[config.mk]
export PLATFORM = sky130hd
export DESIGN_NAME = trivium_stream_gen
export DESIGN_NICKNAME = d
export VERILOG_FILES = /design/src/rtl/trivium_pkg.sv /design/src/rtl/trivium_round.sv /design/src/rtl/trivium_stream_gen.sv
export SDC_FILE = /design/constraint.sdc
export NUM_CORES = 1
export LEC_CHECK = 0
export ABC_CLOCK_PERIOD_IN_PS = 32000
export CORE_ASPECT_RATIO = 0.8
export CORE_MARGIN = 8
export CORE_UTILIZATION = 55
export CTS_CLUSTER_DIAMETER = 150
export DETAILED_ROUTE_END_ITERATION = 12
export PLACE_DENSITY = 0.78
export SLEW_MARGIN = 20
export SYNTH_ARGS = -nofsm -noshare
export SYNTH_HDL_FRONTEND = slang
export SYNTH_SLANG_ARGS = --single-unit
[constraint.sdc]
create_clock -name clk -period 32 [get_ports clk]
set_clock_uncertainty 0.05 [all_clocks]
set_input_delay 9.6 -clock clk [delete_from_list [all_inputs] [get_ports clk]]
set_output_delay 9.6 -clock clk [all_outputs]
set_load 0.01 [all_outputs]
[src/rtl/trivium_pkg.sv]
// Shared constants, tap positions and helpers for the Trivium keystream generator.
// Tap constants use the 1-based cipher numbering s1..s288; bit n of a state vector holds s(n+1).
package trivium_pkg;

  localparam int STATE_W         = 288;
  localparam int KEY_W           = 80;
  localparam int IV_W            = 80;
  localparam int DEF_INIT_ROUNDS = 1152;

  // Last stage of the first two shift banks (s1..s93, s94..s177)
  localparam int A_END = 93;
  localparam int B_END = 177;

  localparam int T1_A    = 66;
  localparam int T1_B    = 93;
  localparam int T1_AND0 = 91;
  localparam int T1_AND1 = 92;
  localparam int T1_FB   = 171;
  localparam int T2_A    = 162;
  localparam int T2_B    = 177;
  localparam int T2_AND0 = 175;
  localparam int T2_AND1 = 176;
  localparam int T2_FB   = 264;
  localparam int T3_A    = 243;
  localparam int T3_B    = 288;
  localparam int T3_AND0 = 286;
  localparam int T3_AND1 = 287;
  localparam int T3_FB   = 69;

  typedef enum logic [1:0] {
    ST_IDLE,
    ST_INIT,
    ST_RUN
  } fsm_t;

  // Key into s1..s80, IV into s94..s173, s286..s288 set, everything else clear
  function automatic logic [STATE_W-1:0] load_state(input logic [KEY_W-1:0] key,
                                                    input logic [IV_W-1:0]  iv);
    logic [STATE_W-1:0] s;
    s                          = '0;
    s[KEY_W-1:0]               = key;
    s[A_END+IV_W-1:A_END]      = iv;
    s[STATE_W-1:STATE_W-3]     = 3'b111;
    return s;
  endfunction

endpackage

[src/rtl/trivium_round.sv]
// One combinational Trivium round: produces the keystream bit z and the shifted state.
module trivium_round
  import trivium_pkg::*;
(
  input  logic [STATE_W-1:0] i_state,
  output logic [STATE_W-1:0] o_state,
  output logic               o_z
);

  logic w_t1;
  logic w_t2;
  logic w_t3;
  logic w_fb1;
  logic w_fb2;
  logic w_fb3;

  assign w_t1 = i_state[T1_A-1] ^ i_state[T1_B-1];
  assign w_t2 = i_state[T2_A-1] ^ i_state[T2_B-1];
  assign w_t3 = i_state[T3_A-1] ^ i_state[T3_B-1];
  assign o_z  = w_t1 ^ w_t2 ^ w_t3;

  assign w_fb1 = w_t1 ^ (i_state[T1_AND0-1] & i_state[T1_AND1-1]) ^ i_state[T1_FB-1];
  assign w_fb2 = w_t2 ^ (i_state[T2_AND0-1] & i_state[T2_AND1-1]) ^ i_state[T2_FB-1];
  assign w_fb3 = w_t3 ^ (i_state[T3_AND0-1] & i_state[T3_AND1-1]) ^ i_state[T3_FB-1];

  // Each bank shifts up by one; its first stage takes the feedback of the previous bank
  assign o_state = {i_state[STATE_W-2:B_END], w_fb2,
                    i_state[B_END-2:A_END],   w_fb1,
                    i_state[A_END-2:0],       w_fb3};

endmodule

[src/rtl/trivium_stream_gen.sv]
// WIDTH-bit-per-cycle Trivium keystream generator with internal warm-up FSM and optional in-place XOR.
// First word N+1 cycles after load (N = INIT_ROUNDS/WIDTH); word and state hold while out_valid & !out_ready.
module trivium_stream_gen
  import trivium_pkg::*;
#(
  parameter int WIDTH       = 8,
  parameter int INIT_ROUNDS = DEF_INIT_ROUNDS
) (
  input  logic             clk,
  input  logic             rst,
  input  logic [KEY_W-1:0] key_in,
  input  logic [IV_W-1:0]  iv_in,
  input  logic             mode_in,
  input  logic             load,
  output logic             busy,
  input  logic [WIDTH-1:0] data_in,
  input  logic             in_valid,
  output logic             in_ready,
  output logic [WIDTH-1:0] ks_out,
  output logic             out_valid,
  input  logic             out_ready
);

  localparam int N_ADV = INIT_ROUNDS / WIDTH;
  localparam int CNT_W = (N_ADV > 1) ? $clog2(N_ADV) : 1;
  localparam logic [CNT_W-1:0] CNT_LAST = CNT_W'((N_ADV > 0) ? N_ADV - 1 : 0);

  fsm_t               r_state;
  logic [STATE_W-1:0] r_s;
  logic [CNT_W-1:0]   r_cnt;
  logic               r_mode;
  logic               r_busy;

  logic [STATE_W-1:0] w_chain [WIDTH+1];
  logic [WIDTH-1:0]   w_z;
  logic               w_run;
  logic               w_word_vld;
  logic               w_adv;

  assign w_chain[0] = r_s;

  genvar gi;
  generate
    for (gi = 0; gi < WIDTH; gi++) begin : g_round
      trivium_round u_round (
        .i_state (w_chain[gi]),
        .o_state (w_chain[gi+1]),
        .o_z     (w_z[gi])
      );
    end
  endgenerate

  // In XOR mode a word exists only when data is offered, so gaps consume no keystream
  assign w_run      = (r_state == ST_RUN);
  assign w_word_vld = w_run & (in_valid | ~r_mode);
  assign w_adv      = w_word_vld & out_ready;

  assign out_valid = w_word_vld;
  assign in_ready  = w_run & r_mode & out_ready;
  assign ks_out    = w_word_vld ? (w_z ^ (data_in & {WIDTH{r_mode}})) : '0;
  assign busy      = r_busy;

  always_ff @(posedge clk or posedge rst) begin
    if (rst) begin
      r_state <= ST_IDLE;
      r_s     <= '0;
      r_cnt   <= '0;
      r_mode  <= 1'b0;
      r_busy  <= 1'b0;
    end else if (load) begin
      r_s    <= load_state(key_in, iv_in);
      r_mode <= mode_in;
      r_cnt  <= '0;
      if (N_ADV == 0) begin
        r_state <= ST_RUN;
        r_busy  <= 1'b0;
      end else begin
        r_state <= ST_INIT;
        r_busy  <= 1'b1;
      end
    end else begin
      case (r_state)
        ST_INIT: begin
          r_s <= w_chain[WIDTH];
          if (r_cnt == CNT_LAST) begin
            r_state <= ST_RUN;
            r_busy  <= 1'b0;
            r_cnt   <= '0;
          end else begin
            r_cnt <= r_cnt + CNT_W'(1);
          end
        end
        ST_RUN: begin
          if (w_adv) begin
            r_s <= w_chain[WIDTH];
          end
        end
        default: begin
        end
      endcase
    end
  end

endmodule

-- After elaboration in Yosys (flattened, before gate mapping)
Index checks and enable logic that the tools add are counted.
- input port bits: 174
- output and inout port bits: 11
- bits in registers: 300
- logic and storage cells: 148
- muxes and demuxes: 13
- $add $sub $neg: 1
- bitwise logic cells: 120
- equality and inequality tests: 4
- reductions and logical operators: 5
- operators by type and width (operator ; count):
    $mux W288 ; 2
    $pmux W288 S2 ; 1
    $xor A1 B1 Y1 ; 88
    $mux W8 ; 4
    $and A1 B1 Y1 ; 28
    $add A8 B1 Y8 const B ; 1
    $and A8 B8 Y8 ; 1
    $eq A8 B8 Y1 const B ; 1
    $xor A8 B8 Y8 ; 1
    $mux W2 ; 3
    $reduce_and A2 Y1 ; 2
    $reduce_bool A2 Y1 ; 2
    $mux W1 ; 3
    $ne A3 B2 Y1 const B ; 1
    $reduce_bool A3 Y1 ; 1
    $eq A2 B1 Y1 const B ; 1
    $eq A2 B2 Y1 const B ; 1
    $not A1 Y1 ; 1
    $or A1 B1 Y1 ; 1

-- Longest topological paths before layout
Gate-level depths: netlist of run 1.
- depth after elaboration: 7
- gate-level depth with buffers: 8
- depth with buffers taken out: 5

-- Hierarchy
Synthesis of run 1 repeated with hierarchy kept, for this count alone.
- cell total of the unflattened synthesis: 3722
- area total of the unflattened synthesis: 31843.0 um^2
- modules (own cells, without submodules) (module ; area each (um^2) ; cells each ; sequential area each (um^2) ; instances):
    trivium_round ; 2308.5 ; 298 ; 0.0 ; 8
    trivium_stream_gen ; 13375.3 ; 1338 ; 7482.2 ; 1

-- Worst setup path before layout of run 1
OpenSTA, ideal clock, no wires.
- path type: input to output
- start point: input data_in[0]
- end point: output ks_out[0]
- setup slack: 12.230 ns
- stages on the path: 4
- data required time: 22.350 ns
- path buffers: 0
- arrival time: 10.120 ns
- path through: nand2_1 xor2_1 xnor2_1 nor2_1
- longest elaborated chain between the ends: 3
- RTL lines (item ; RTL line ; RTL):
    start, declared ; trivium_stream_gen.sv:16 ; input logic [WIDTH-1:0] data_in,
    $and A8 B8 Y8 ; trivium_stream_gen.sv:60 ; assign ks_out = w_word_vld ? (w_z ^ (data_in & {WIDTH{r_mode}})) : '0;
    $xor A8 B8 Y8 ; trivium_stream_gen.sv:60 ;
    $mux W8 ; trivium_stream_gen.sv:60 ;
    end, declared ; trivium_stream_gen.sv:19 ; output logic [WIDTH-1:0] ks_out,
Every way passes these cells.

-- Final worst setup path of run 1
- start point: input data_in[3]
- end point: output ks_out[3]
The elaborated chain is that of the path after synthesis.

==> results of run 1 <==
==> kinds of logic (layout without fill, tap and decap cells) <==
family,after synthesis,in the layout,synth area share
xor gates and xnor gates,99,99,0.0610
AOI/OAI and AO/OA,300,300,0.117
adders and majority gates,1,1,0.000881
DFF,299,299,0.527
buffers and inverters,102,250,0.0388
muxes,146,146,0.103
and+or+nand+nor,478,478,0.153
other,0,2,0
==> worst reg2reg max path, stage by stage (launching register included) <==
cell and delay (ps):
dfrtp_1 610, nand2b_1 200, a311oi_4 400, buf_12 720, buf_4 1030, o21ai_0 280
==> cell type report <==
type / instances / area (um^2)
Multi-Input combinational cell: 1024 / 6170
Fill cell: 1965 / 8210
Tap cell: 324 / 405
Inverter: 3 / 18.8
Clock inverter: 16 / 243
Antenna cell: 2 / 5.00
Clock buffer: 37 / 806
Sequential cell: 299 / 7480
Timing Repair Buffer: 194 / 1970
==> power by group through the flow <==
| stage | clock (uW) | combinational (uW) | sequential, uW |
|---|---|---|---|
| after floorplan | 0 | 67.5 | 427 |
| after global placement | 0 | 105 | 434 |
| after detailed placement | 0 | 107 | 435 |
| after CTS | 380 | 107 | 429 |
| after global routing | 396 | 117 | 432 |
| final | 373 | 106 | 429 |
==> cells in the final DEF (no fill, tap or decap), types with 18 or more instances in the layout <==
| master | instances |
|---|---|
| nand2_1 | 311 |
| dfrtp_1 | 299 |
| o21ai_1 | 192 |
| clkdlybuf4s50_1 | 183 |
| mux2i_1 | 145 |
| nand2b_1 | 135 |
| xnor2_1 | 73 |
| o21ai_0 | 72 |
| clkbuf_16 | 29 |
| xor2_1 | 26 |
| nor2_1 | 18 |
==> stage by stage <==
| stage | area (um^2) | util | std cells |
|---|---|---|---|
| after floorplan | 14200 | - | 1425 |
| after global placement | 16000 | 0.633 | 1843 |
| after detailed placement | 16000 | 0.633 | 1843 |
| after CTS | 17100 | 0.674 | 1896 |
| after global routing | 17100 | 0.676 | 1899 |
| final | 17100 | 0.676 | 1899 |
==> how the worst max path moves through the flow <==
stage | start | endpoint | slack [ps]
after floorplan | data_in[0] | ks_out[0] | 12230
after global placement | data_in[3] | ks_out[3] | 11130
after detailed placement | data_in[6] | ks_out[6] | 11120
after CTS | data_in[6] | ks_out[6] | 11120
after global routing | data_in[6] | ks_out[6] | 11080
final | data_in[3] | ks_out[3] | 11110
==> sequential cells by signal (all words and copies together) (netlist names) <==
register  flops
r_state       2
r_s         288
r_mode        1
r_cnt         8
==> routing by layer <==
layer	vias up	routed length, um	track usage
met1	4808	15700	0.307
met3	41	2280	0.0531
li1	4992	-	-
met5	-	40	0.00161
met2	244	15200	0.328
met4	6	432	0.0347
==> impl_results.md, run 1 <==
* Pre-antenna DRT Iters at 5
* Post-CTS Hold Fix Bufs at 0
* Most numerous cell in the Yosys netlist: nand2_1
* EDFF count, synth at 0
* Most common flop cell mapped by yosys: dfrtp_1
* CTS Buf Count at 29
* CTS resizes at 0
* Crit path largest cell delay at 570 ps
* Global-route congestion overflow total at 0
* Initial core utilization at 0.561
* Clock power frac at 0.411
* Final nets at 1,726
* Syn nets at 1,600
* Total power draw at 908 uW
* Layout area overhead at 20.4%
* Die ar. at 31,300 um^2
* Core area at 25,300 um^2
* Clk root buf: clkbuf_16
* # clock sinks at 299
* Ys async rst share at 1.00
* CP Depth at 6
* Vias in the first global route at 10,033
* Fin worst setup slack at 11,110 ps
* Initial DRC Count at 984
* Clock transition at path regs at 60 ps
* Syn_area_per_cell at 9.97 um^2
* Worst reg2reg path depth at 5
* Worst path buffer plus inverter count at 2
* Htree depth at 1
* Sequential cell area fraction in the yosys report at 0.527
* RSZ-0062 raised after global routing: false
* Ports at 185
* Post-CTS setup repair buffer count at 0
* Synthesis-stage register bit count at 299
* Post-route ant nets at 0
* Hold WC Path Type: reg2reg
* Comb pwr share at 0.117
* Switching pwr at 218 uW
* Routed WL per cell at 17.8 um
* Req. time, crit path at 22,350 ps
* Via count at 10,091
* Routability cong. at 0.822
* Synth top area cells: dfrtp_1 53%, mux2i_1 10%, nand2_1 8.2%
* Longest Clk Path Bufs at 3
* Via density at 5.31
* Latest clock arrival within the worst-skew pair at 540 ps
* Die Width at 196 um
* # Max-Cap Violations at 0
* Port bufs at 184
* Setup_tns at 0 ps
* Flop2flop setup slack at 28,530 ps
* Fin. max-slew vios at 0
* Hold Worst Slack at 428 ps
* Dpl ws at 11,120 ps
* Lkg Pwr at 0.00709 uW
* Critical path peak fanout at 1
* CP top delay family: buffers and inverters
* Post-DP HPWL at 22,800 um
* Crit path launch type: input pin
* Slew @ Worst Pin at 1020 ps
* Worst reg2reg path endpoint: r_s[26]
* Cell area after synthesis at 14,200 um^2
* VDD IR max at 42.6 uV
* Share of the synthesized area in the top cell type at 0.527
* CP Cell Sequence: clkdlybuf4s50_1 > nand2_1 > xor2_1 > xnor2_1 > nor2_1 > clkdlybuf4s50_1
* Synth cell types at 36
* Worst path most repeated cell: clkdlybuf4s50_1
* PwrDens at 53.1 nW/um^2
* Drt drc at 0
* Initial antenna violation count at 5
* Crit path arrival time at 11,240 ps
* Finish-stage setup viols at 0
* Worst hold start: r_s[184]
* Final-report hold violation count at 0
* Cell count after synthesis at 1,425
* Net Sw Frac at 0.240
* Slowest cell on the critical path: clkdlybuf4s50_1
* Reg2reg start: r_mode
* Worst Hold Endpoint: r_s[184]
* Slew margin rel. at 0.320
* Layout cells sized above 1 at 0.0540
* Largest net degree at the start of global routing at 270
* Critical path capture point type: output port
* Die height at 160 um
* Final Critical Period at 20,890 ps
* CTS tree: done
* First-pass GRT wire length at 54,700 um
* Reg power frac at 0.472
* Cell row count at 52
* Fmax at 47.9 MHz
* Final Cycle Share at 0.653
* Cell accounting for the most synthesized area: dfrtp_1
* WHS Path Cells at 2
* Status: complete, no violations
* Synth Warn # at 0
* WS Path Type: in2out
* Total GRT Usage at 0.214
* Post-synth top cells: 311 x nand2_1, 299 x dfrtp_1, 192 x o21ai_1
* DRT Wirelength at 33,700 um
* P_int at 690 uW
No activity file was read; power rests on OpenSTA's default activity.
==> run 2: changes to the inputs <==
--- a/config.mk
+++ b/config.mk
@@ -5,13 +5,13 @@
 export SDC_FILE = /design/constraint.sdc
 export NUM_CORES = 1
 export LEC_CHECK = 0
-export ABC_CLOCK_PERIOD_IN_PS = 32000
+export ABC_CLOCK_PERIOD_IN_PS = 17200
 export CORE_ASPECT_RATIO = 0.8
 export CORE_MARGIN = 8
-export CORE_UTILIZATION = 55
+export CORE_UTILIZATION = 50
 export CTS_CLUSTER_DIAMETER = 150
 export DETAILED_ROUTE_END_ITERATION = 12
-export PLACE_DENSITY = 0.78
+export PLACE_DENSITY = 0.74
 export SLEW_MARGIN = 20
 export SYNTH_ARGS = -nofsm -noshare
 export SYNTH_HDL_FRONTEND = slang
==> constraint.sdc (replaced) <==
create_clock -name clk -period 17.2 [get_ports clk]
set_clock_uncertainty 0.05 [all_clocks]
set_input_delay 5.16 -clock clk [delete_from_list [all_inputs] [get_ports clk]]
set_output_delay 5.16 -clock clk [all_outputs]
set_load 0.01 [all_outputs]
==> impl_results.md, run 2 (synthesis gave the netlist of run 1 again) <==
* Final Cycle Share at 0.699
* Total power draw at 1680 uW
* CP Cell Sequence: clkdlybuf4s50_1 > nand2_1 > xor2_1 > xnor2_1 > nor2_1 > clkdlybuf4s50_1
* Lkg Pwr at 0.00711 uW
* Reg power frac at 0.474
* # clock sinks at 299
* Comb pwr share at 0.116
* Final nets at 1,728
* Switching pwr at 409 uW
* Clk root buf: clkbuf_16
* Initial core utilization at 0.505
* Drt drc at 0
* Crit path arrival time at 6800 ps
* Clock transition at path regs at 60 ps
* Post-CTS Hold Fix Bufs at 0
* Post-CTS setup repair buffer count at 0
* CTS resizes at 0
* Final Core Density at 0.610
* Routability cong. at 0.767
* Flop2flop setup slack at 13,840 ps
* Via density at 5.16
* P_int at 1270 uW
* Crit path launch type: input pin
* Worst path buffer plus inverter count at 2
* Critical path peak fanout at 1
* Vias in the first global route at 9,953
* CTS Buf Count at 31
* Fmax at 83.2 MHz
* PwrDens at 98.0 nW/um^2
* First-pass GRT wire length at 54,400 um
* Port bufs at 184
* Post-route ant nets at 0
* Req. time, crit path at 11,990 ps
* Longest Clk Path Bufs at 3
* Worst Hold Endpoint: r_s[180]
* Worst reg2reg path endpoint: r_s[226]
* Hold WC Path Type: reg2reg
* WHS Path Cells at 2
* Slew margin rel. at 0.296
* Die ar. at 34,100 um^2
* Finished Layout Cells at 1,948
* CTS tree: done
* Post-placement cell count at 1,889
* Latest clock arrival within the worst-skew pair at 560 ps
* Die Width at 204 um
* Htree depth at 1
* VDD IR max at 81.3 uV
* Multi-input logic area at 6170 um^2
* Clock power frac at 0.410
* Slew @ Worst Pin at 1060 ps
* Fill cells at 2,324
* Global-route congestion overflow total at 0
* Register Area at 7480 um^2
* Dpl ws at 5180 ps
* Total GRT Usage at 0.195
* Worst hold start: r_s[180]
* Final-report hold violation count at 0
* Pre-antenna DRT Iters at 5
* Layout cells sized above 1 at 0.0564
* Initial DRC Count at 780
* Die height at 167 um
* Ports at 185
* Max reg flops at 288
* Largest registers: r_s x288, r_cnt x8, r_state x2
* DRT Wirelength at 33,400 um
* Worst reg2reg path depth at 6
* Routed WL per cell at 17.2 um
* Fin. max-slew vios at 0
* RSZ-0062 raised after global routing: false
* CP top delay family: buffers and inverters
* Most common cell after layout, fill and taps aside: nand2_1
* # Max-Cap Violations at 0
* Final Critical Period at 12,010 ps
* Leading cell types in the layout, fill and taps excluded: 311 x nand2_1, 299 x dfrtp_1, 192 x o21ai_1
* Core area at 28,100 um^2
* Finish-stage setup viols at 0
* Largest net degree at the start of global routing at 298
* Crit path largest cell delay at 550 ps
* Reg with most FFs: r_s
* Setup_tns at 0 ps
* WS Path Type: in2out
* Antenna diode count at 0
* Slowest cell on the critical path: clkdlybuf4s50_1
* Initial antenna violation count at 3
* Critical path capture point type: output port
* Reg2reg start: r_mode
* Net Sw Frac at 0.243
* Fin worst setup slack at 5190 ps
* Via count at 10,053
* Status: complete, no violations
* Worst path most repeated cell: clkdlybuf4s50_1
* Layout area overhead at 20.8%
* Cell row count at 55
* Post-DP HPWL at 22,900 um
run 2: cell count changes in the layout (fill, tap and decap cells not counted), sizes merged:
cell,before,now
bufinv,6,2
clkinvlp,2,1
clkbuf,37,47
diode,2,0
run 2: layout make-up:
class	count	area share
clock buffers	47	0.0557
clock inverters	11	0.00671
inverters	3	0.00109
multi-input cells	1024	0.359
flip-flops and latches	299	0.436
well taps	370	0.0270
repair buffers	194	0.114
run 2: metal layers:
metal / part of all wire / track usage
met2: 0.44 / 0.289
met1: 0.47 / 0.285
met5: 0.00093 / 0
met4: 0.019 / 0.0388
met3: 0.066 / 0.0487
run 2: how the worst max path moves through the flow:
stage	slack, ps	start	cells past startpoint	to
floorplan	3730	rst	1	r_cnt[0]
global placement	5190	data_in[6]	6	ks_out[6]
detailed placement	5180	data_in[6]	6	ks_out[6]
CTS	5180	data_in[6]	6	ks_out[6]
global route	5140	data_in[6]	6	ks_out[6]
finish	5190	data_in[6]	6	ks_out[6]
run 2: worst min-delay path, delay by kind of cell (launching register included):
family          cells  cell delay [ps]
flops               1              340
simple gates        1               50
compound gates      1               50
run 2: power by group through the flow:
| stage | Sequential, uW | Clock [uW] | Combinational, uW |
|---|---|---|---|
| 2_1_floorplan | 795 | 0 | 126 |
| 3_3_place_gp | 809 | 0 | 194 |
| 3_5_place_dp | 810 | 0 | 198 |
| 4_1_cts | 798 | 705 | 199 |
| 5_1_grt | 804 | 735 | 215 |
| 6_report | 798 | 689 | 195 |
run 2: stage by stage:
| stage | instance area, um^2 | hold WS, ps |
|---|---|---|
| 3_3_place_gp | 16100 | 410 |
| 6_report | 17200 | 428 |
| 5_1_grt | 17200 | 446 |
| 3_5_place_dp | 16100 | 418 |
| 4_1_cts | 17100 | 431 |
| 2_1_floorplan | 14200 | 399 |
==> run 3: changes to the inputs <==
--- a/config.mk
+++ b/config.mk
@@ -5,13 +5,13 @@
 export SDC_FILE = /design/constraint.sdc
 export NUM_CORES = 1
 export LEC_CHECK = 0
-export ABC_CLOCK_PERIOD_IN_PS = 17200
+export ABC_CLOCK_PERIOD_IN_PS = 12200
 export CORE_ASPECT_RATIO = 0.8
 export CORE_MARGIN = 8
-export CORE_UTILIZATION = 50
+export CORE_UTILIZATION = 55
 export CTS_CLUSTER_DIAMETER = 150
 export DETAILED_ROUTE_END_ITERATION = 12
-export PLACE_DENSITY = 0.74
+export PLACE_DENSITY = 0.78
 export SLEW_MARGIN = 20
 export SYNTH_ARGS = -nofsm -noshare
 export SYNTH_HDL_FRONTEND = slang
==> constraint.sdc (replaced) <==
create_clock -name clk -period 12.2 [get_ports clk]
set_clock_uncertainty 0.05 [all_clocks]
set_input_delay 3.66 -clock clk [delete_from_list [all_inputs] [get_ports clk]]
set_output_delay 3.66 -clock clk [all_outputs]
set_load 0.01 [all_outputs]
==> impl_results.md, run 3 (synthesis gave the netlist of run 1 again) <==
* Fmax at 111 MHz
* Total GRT Usage at 0.214
* Slew margin rel. at 0.308
* Worst Setup SP: data_in[5]
* Largest registers: r_s x288, r_cnt x8, r_state x2
* Reg power frac at 0.483
* Latest clock arrival within the worst-skew pair at 550 ps
* Hold WC Path Type: reg2reg
* Clock power frac at 0.398
* Largest net degree at the start of global routing at 279
* CTS resizes at 0
* Req. time, crit path at 8490 ps
* PwrDens at 137 nW/um^2
* Final instance area at 17,000 um^2
* Net Sw Frac at 0.246
* Slew @ Worst Pin at 1040 ps
* Die height at 160 um
* Leading cell types in the layout, fill and taps excluded: 311 x nand2_1, 299 x dfrtp_1, 192 x o21ai_1
* Worst reg2reg path endpoint: r_s[1]
* # Max-Cap Violations at 0
* CTS Buf Count at 30
* Final Critical Period at 9010 ps
* Status: complete, no violations
* VDD IR max at 94.8 uV
* Core area at 25,300 um^2
* Worst reg2reg path depth at 5
* Max reg flops at 288
* Post-DP HPWL at 23,300 um
* Dpl ws at 3200 ps
* Most common cell after layout, fill and taps aside: nand2_1
* Crit path arrival time at 5300 ps
* Post-CTS setup repair buffer count at 0
* WS Path Type: in2out
* Die ar. at 31,300 um^2
* CTS tree: done
* Flop2flop setup slack at 8980 ps
* Setup_tns at 0 ps
* Reg2reg start: r_mode
* # clock sinks at 299
* Crit path launch type: input pin
* RSZ-0062 raised after global routing: false
* Via density at 5.37
* Routed WL per cell at 17.7 um
* Routability cong. at 0.828
* Drt drc at 0
* Final-report hold violation count at 0
* Longest Clk Path Bufs at 3
* Vias in the first global route at 10,225
* Die Width at 196 um
* Global-route congestion overflow total at 0
* Initial core utilization at 0.561
* Initial antenna violation count at 3
* Fill cells at 1,997
* Port bufs at 184
* Layout cells sized above 1 at 0.0539
* Cell row count at 52
* Pre-antenna DRT Iters at 5
* Layout area overhead at 19.7%
* P_int at 1750 uW
* Ports at 185
* Switching pwr at 573 uW
* Reg with most FFs: r_s
* Post-CTS Hold Fix Bufs at 0
* Critical path peak fanout at 1
* Final Cycle Share at 0.738
* Dpl cell area at 16,000 um^2
* Initial DRC Count at 819
* Post-route ant nets at 0
* Fin. max-slew vios at 0
* Via count at 10,216
* DRT Wirelength at 33,600 um
* Lkg Pwr at 0.00707 uW
* Final nets at 1,728
* Finish-stage setup viols at 0
* Hold Worst Slack at 426 ps
* Comb pwr share at 0.119
* Htree depth at 1
* Critical path capture point type: output port
* Worst Setup EP: ks_out[5]
* Clk root buf: clkbuf_16
* Fin worst setup slack at 3190 ps
* First-pass GRT wire length at 54,800 um
* Clock transition at path regs at 60 ps
run 3: power groups by stage:
stage          Combinational [uW]  Clock (uW)  Sequential [uW]
2_1_floorplan                 177           0             1120
3_3_place_gp                  274           0             1140
3_5_place_dp                  280           0             1140
4_1_cts                       281         945             1120
5_1_grt                       304         983             1130
6_report                      276         926             1120
run 3: critical path, cell delays in order:
cell and delay [ps]:
clkdlybuf4s50_1 520, nand2_1 80, xor2_1 190, xnor2_1 170
nor2_1 110, clkdlybuf4s50_1 560
run 3: stage by stage:
stage / utilization / total power [uW] / instances
finish: 0.672 / 2330 / 1901
global route: 0.672 / 2420 / 1901
detailed placement: 0.633 / 1420 / 1845
CTS: 0.672 / 2350 / 1900
floorplan: - / 1300 / 1425
global placement: 0.633 / 1410 / 1845
run 3: area by class of cell:
class	count	area [um^2]	share of cell area
Timing Repair Buffer	195	1940	0.114
Clock buffer	39	826	0.0486
Inverter	3	18.8	0.00110
Sequential cell	299	7480	0.440
Multi-Input combinational cell	1024	6170	0.363
Clock inverter	16	161	0.00949
Antenna cell	1	2.50	0.000147
Tap cell	324	405	0.0238
run 3: how the worst min path moves through the flow:
stage              from  endpoint  cells past startpoint
2_1_floorplan   r_s[12]   r_s[12]                      2
3_3_place_gp   r_s[177]  r_s[177]                      2
3_5_place_dp   r_s[177]  r_s[177]                      2
4_1_cts        r_s[182]  r_s[182]                      2
5_1_grt        r_s[177]  r_s[177]                      2
6_report       r_s[178]  r_s[178]                      2
run 3: metal layers:
metal | GRT usage | wire length (um)
met3 | 0.0491 | 1890
met4 | 0.0571 | 809
met2 | 0.323 | 14900
met5 | 0 | 20
met1 | 0.308 | 16000
